--- config.mk ---
export PLATFORM = sky130hd
export DESIGN_NAME = heart_bar_ctrl
export DESIGN_NICKNAME = d
export VERILOG_FILES = /design/src/rtl/heart_bar_ctrl.sv
export SDC_FILE = /design/constraint.sdc
export NUM_CORES = 1
export LEC_CHECK = 0
export CORE_ASPECT_RATIO = 1.2
export CORE_MARGIN = 2
export CORE_UTILIZATION = 58
export DETAILED_ROUTE_END_ITERATION = 7
export PLACE_DENSITY = 0.84
export RECOVER_POWER = 100
export SLEW_MARGIN = 20
export SYNTH_ARGS = -nofsm -noshare
export SYNTH_HDL_FRONTEND = slang
export SYNTH_SLANG_ARGS = --single-unit
--- constraint.sdc ---
create_clock -name clk_in -period 3.2 [get_ports clk_in]
set_input_delay 0.8 -clock clk_in [delete_from_list [all_inputs] [get_ports clk_in]]
set_output_delay 0.8 -clock clk_in [all_outputs]
set_load 0.05 [all_outputs]
--- src/rtl/heart_bar_ctrl.sv ---
// Heart-row health controller: holds HP in half-heart units, applies
// damage/heal pulses, runs a post-hit invincibility window with frame-timed
// blinking, and decodes per-slot visible/divided flags for the heart sprites.
module heart_bar_ctrl #(
    parameter  int NUM_HEARTS   = 3,
    parameter  int INV_FRAMES   = 60,
    parameter  int BLINK_FRAMES = 8,
    localparam int HP_W         = $clog2(2*NUM_HEARTS+1)
) (
    input  logic                  clk_in,
    input  logic                  rst_in,
    input  logic                  new_frame_in,
    input  logic                  damage_in,
    input  logic                  heal_in,
    input  logic                  restart_in,
    output logic [HP_W-1:0]       hp_out,
    output logic [NUM_HEARTS-1:0] heart_visible_out,
    output logic [NUM_HEARTS-1:0] heart_divided_out,
    output logic                  invincible_out,
    output logic                  dead_out
);

    localparam int INV_W   = $clog2(INV_FRAMES+1);
    localparam int BLINK_W = $clog2(BLINK_FRAMES+1);
    localparam logic [HP_W-1:0]    HP_MAX    = HP_W'(2*NUM_HEARTS);
    localparam logic [INV_W-1:0]   INV_LOAD  = INV_W'(INV_FRAMES);
    localparam logic [BLINK_W-1:0] BLINK_TOP = BLINK_W'(BLINK_FRAMES);

    typedef enum logic [1:0] {
        ALIVE = 2'd0,
        HIT   = 2'd1,
        DEAD  = 2'd2
    } state_t;

    state_t             state_q, state_d;
    logic [HP_W-1:0]    hp_q, hp_d;
    logic [INV_W-1:0]   inv_cnt_q, inv_cnt_d;
    logic [BLINK_W-1:0] blink_cnt_q, blink_cnt_d;
    logic               blink_on_q, blink_on_d;
    logic [BLINK_W-1:0] blink_inc;

    // State and datapath registers; reset gives full health, ALIVE, slots shown.
    always_ff @(posedge clk_in or posedge rst_in) begin
        if (rst_in) begin
            state_q     <= ALIVE;
            hp_q        <= HP_MAX;
            inv_cnt_q   <= '0;
            blink_cnt_q <= '0;
            blink_on_q  <= 1'b1;
        end else begin
            state_q     <= state_d;
            hp_q        <= hp_d;
            inv_cnt_q   <= inv_cnt_d;
            blink_cnt_q <= blink_cnt_d;
            blink_on_q  <= blink_on_d;
        end
    end

    // Next state: restart overrides everything, then damage/heal, then frame timing.
    always_comb begin
        state_d     = state_q;
        hp_d        = hp_q;
        inv_cnt_d   = inv_cnt_q;
        blink_cnt_d = blink_cnt_q;
        blink_on_d  = blink_on_q;
        blink_inc   = blink_cnt_q + BLINK_W'(1);
        if (restart_in) begin
            state_d     = ALIVE;
            hp_d        = HP_MAX;
            inv_cnt_d   = '0;
            blink_cnt_d = '0;
            blink_on_d  = 1'b1;
        end else begin
            case (state_q)
                ALIVE: begin
                    if (damage_in && !heal_in) begin
                        if (hp_q != '0) begin
                            hp_d = hp_q - HP_W'(1);
                        end
                        if (hp_q <= HP_W'(1)) begin
                            state_d = DEAD;
                        end else begin
                            // Entry frame is not counted: the frame pulse is ignored here.
                            state_d     = HIT;
                            inv_cnt_d   = INV_LOAD;
                            blink_cnt_d = '0;
                            blink_on_d  = 1'b0;
                        end
                    end else if (heal_in && !damage_in && hp_q != HP_MAX) begin
                        hp_d = hp_q + HP_W'(1);
                    end
                end
                HIT: begin
                    if (heal_in && hp_q != HP_MAX) begin
                        hp_d = hp_q + HP_W'(1);
                    end
                    if (new_frame_in) begin
                        if (blink_inc == BLINK_TOP) begin
                            blink_cnt_d = '0;
                            blink_on_d  = ~blink_on_q;
                        end else begin
                            blink_cnt_d = blink_inc;
                        end
                        if (inv_cnt_q <= INV_W'(1)) begin
                            state_d     = ALIVE;
                            inv_cnt_d   = '0;
                            blink_cnt_d = '0;
                            blink_on_d  = 1'b1;
                        end else begin
                            inv_cnt_d = inv_cnt_q - INV_W'(1);
                        end
                    end
                end
                DEAD: begin
                    hp_d = '0;
                end
                default: begin
                    state_d = ALIVE;
                end
            endcase
        end
    end

    // Output decode: per-slot full/half from registered HP, gated by blink in HIT.
    always_comb begin
        hp_out            = hp_q;
        invincible_out    = (state_q == HIT);
        dead_out          = (state_q == DEAD);
        heart_visible_out = '0;
        heart_divided_out = '0;
        for (int i = 0; i < NUM_HEARTS; i++) begin
            logic full_s, half_s, vis_s;
            full_s = (hp_q >= HP_W'(2*i+2));
            half_s = (hp_q == HP_W'(2*i+1));
            vis_s  = (full_s || half_s) && ((state_q != HIT) || blink_on_q);
            heart_visible_out[i] = vis_s;
            heart_divided_out[i] = half_s && vis_s;
        end
    end

endmodule

==> summary.md <==
| Metric | Value |
|---|---|
| First-pass GRT wire length | 4.35 mm |
| Crit. End Element | output pin |
| Die width | 46.4 µm |
| WL/cell | 13.7 µm |
| Synth area leaders | dfrtp_1 26%, ha_1 13%, dfstp_2 6.3% |
| Resize count post-CTS | 0 |
| Tcrit/Tclk final | 95.1% |
| Fraction of layout cells with a size suffix above 1 | 9.20% |
| DR pass1 iterations | 4 |
| Hold Crit Class | register to register |
| Antenna violations before repair | 0 |
| Die area | 2550 µm² |
| Most frequent cells in the layout | 16 x nand2_1, 14 x nor2_1, 13 x inv_1, 13 x ha_1, 13 x dfrtp_1 |
| Final max-slew violation count | 0 |
| R2R setup slack | 0.80 ns |
| All-Layer GR Usage | 23.5% |
| Crit path kind | register to output pin |
| Num rows | 18 |
| Post-route ant nets | 0 |
| Internal | 0.579 mW |
| Routability Congestion | 0.846 |
| Power share of the combinational group | 59.4% |
| P&R area growth vs syn | 16.4% |
| Library cells used by synthesis | 47 |
| Register bit total from synthesis | 16 |
| Final Skew | 0.00729 ns |
| Min-Delay Startpoint | blink_on_q |
| Initial Utilization | 61.1% |
| Clock Tree Buf Depth | 2 |
| Post-synth ARST share | 100% |
| Vias in the first global route | 1018 |
| Post-synthesis sequential area ratio | 32.3% |
| # H-tree levels | 1 |
| Height of the die | 54.9 µm |
| DP Wirelength | 2.00 mm |
| Crit path max fanout | 8 |
| Non-Filler Instances | 193 |
| Cell Area, Synth | 1250 µm² |
| N_diodes | 0 |
| Pwr Density | 818 nW/µm² |
| Slew headroom | 56.2% |
| Share of the synthesized area in the top cell type | 26.0% |
| Most common cell after layout, fill and taps aside | nand2_1 |
| Syn. warnings | 0 |
| Syn Area/Cell | 8.63 µm² |
| Slowest CP cell | dlygate4sd3_1 |
| Hold buffers post-CTS | 0 |
| Clk root buf | clkbuf_4 |
| EDFF count, synth | 0 |
| Syn_nets | 164 |
| Critical Path Start Type | register |
| Via Count | 1112 |
| Reg2Reg Depth | 6 |
| Worst Max-Slew Pin Slew | 0.657 ns |
| VDD IR max | 0.483 mV |
| Total I/O pin count | 17 |
| Clock Latency Late Sink | 0.30 ns |
| R2R Path End | inv_cnt_q[0] |
| Placed cells | 189 |
| CTS tree | yes |
| Drc violations | 0 |
| Core Area | 2050 µm² |
| Post-CTS setup buffers | 0 |
| RR Startpoint | hp_out[1] |
| WHS Endpoint | blink_on_q |
| Crit path time final | 3.04 ns |
| Max Fclk | 329 MHz |
| Buf/Inv on CP | 2 |
| CP arrival | 2.24 ns |
| Clock power share | 11.8% |
| WP depth | 5 |
| Slowest stage delay, CP | 0.77 ns |
| Post-synthesis instance total | 145 |
| Sw Ratio | 51.4% |
| Grt total ovfl | 0 |
| Total negative slack | 0 ns |
| Hold path depth | 2 |
| CTS Sinks | 16 |
| Maxcap violations | 0 |
| Top Family by Delay on Critical Path | buffers and inverters |
| DRT iter0 DRCs | 37 |
| P_sw | 0.612 mW |
| Post-DR vias/cell | 5.76 |
| RSZ-0062 raised after global routing | no |
| Run status | finished clean |
| Largest net degree at the start of global routing | 21 |
| CP cell instances | inv_1 > ha_1 > nor2_1 > a21oi_1 > dlygate4sd3_1 |
| CTS clk-pin slew, worst paths | 0.11 ns |
| Fin. Hold Viols | 0 |
| Total Nets Final | 183 |
| Leakage | 0.660 nW |
| Num CTS Buffers | 3 |
| Detailed Route WL | 2.64 mm |
| Ys flop type | dfrtp_1 |
| Flop pwr share | 28.7% |
| Port Buffer Count | 16 |
| Post-synth top area cell | dfrtp_1 |
| Final setup fails | 0 |
| WP data required | 2.40 ns |
power by group through the flow:
stage / clock network, mW / registers (mW) / logic (mW)
global placement: 0 / 0.344 / 0.715
finish: 0.141 / 0.342 / 0.708
global route: 0.148 / 0.352 / 0.782
CTS: 0.140 / 0.343 / 0.740
floorplan: 0 / 0.395 / 0.496
detailed placement: 0 / 0.346 / 0.738
stage by stage:
step | util, % | setup slack, ns | instance area (µm²) | hold slack [ns] | power [mW]
final | 71.1 | 0.156 | 1460 | 0.524 | 1.19
after CTS | 71.6 | 0.219 | 1470 | 0.527 | 1.22
after global placement | 69.8 | 0.580 | 1430 | 0.505 | 1.06
after global routing | 71.1 | 0.0565 | 1460 | 0.550 | 1.28
after detailed placement | 69.8 | 0.525 | 1430 | 0.513 | 1.08
after floorplan | - | 0.157 | 1250 | 0.482 | 0.890
cell type report:
type,count,area (µm²)
sequential,16,404
clock buffer,4,36.3
tap,30,37.5
fill,158,593
inverter,13,48.8
multi-input combinational,113,774
timing repair buffer,17,155
state kept, by name, indices dropped and copies added, names as in the netlist:
signal,count
inv_cnt_q,6
blink_on_q,1
state_q,2
blink_cnt_q,4
hp_out,3
tightest hold or removal path, stage by stage, from the launching register on:
cell and delay [ns]:
dfstp_2 0.38, inv_1 0.06, a22oi_1 0.08
logic make-up after synthesis:
| logic type | count (synthesis) | share of synthesized area [%] |
|---|---|---|
| XOR/XNOR | 2 | 1.40 |
| AO/OA/AOI/OAI | 38 | 23.6 |
| flip-flops | 16 | 32.3 |
| buffers and inverters | 16 | 5.50 |
| AND/OR/NAND/NOR | 60 | 24.2 |
| adder cells (fa/ha/maj) | 13 | 13.0 |
metal layers:
layer  wire length, µm  track usage [%]
met5                 0                0
met4                13             6.67
met3                87             2.64
met1              1200             28.7
met2              1340             42.6
worst max-delay path by stage:
stage	from	to	slack, ns
4_1_cts	hp_out[1]	heart_visible_out[0]	0.22
3_3_place_gp	hp_out[1]	heart_divided_out[1]	0.58
6_report	hp_out[1]	heart_visible_out[0]	0.16
5_1_grt	state_q[1]	heart_divided_out[2]	0.06
2_1_floorplan	state_q[1]	heart_visible_out[2]	0.16
3_5_place_dp	heal_in	inv_cnt_q[5]	0.52
cells in the mapped netlist, types with 2 or more instances:
| cell | n |
|---|---|
| a31oi_1 | 3 |
| nor2b_1 | 4 |
| nand3_1 | 2 |
| nand2b_1 | 4 |
| nand2_1 | 16 |
| nor2_1 | 14 |
| inv_1 | 13 |
| a21oi_1 | 8 |
| or4_1 | 2 |
| nor3_1 | 5 |
| and3_1 | 3 |
| ha_1 | 13 |
| nor4_1 | 2 |
| a211o_1 | 2 |
| dfrtp_1 | 13 |
| o22a_1 | 4 |
| dfstp_2 | 3 |
| o21ai_0 | 3 |
| o21ai_1 | 3 |
Note: power is estimated with default switching activity, not from simulation.
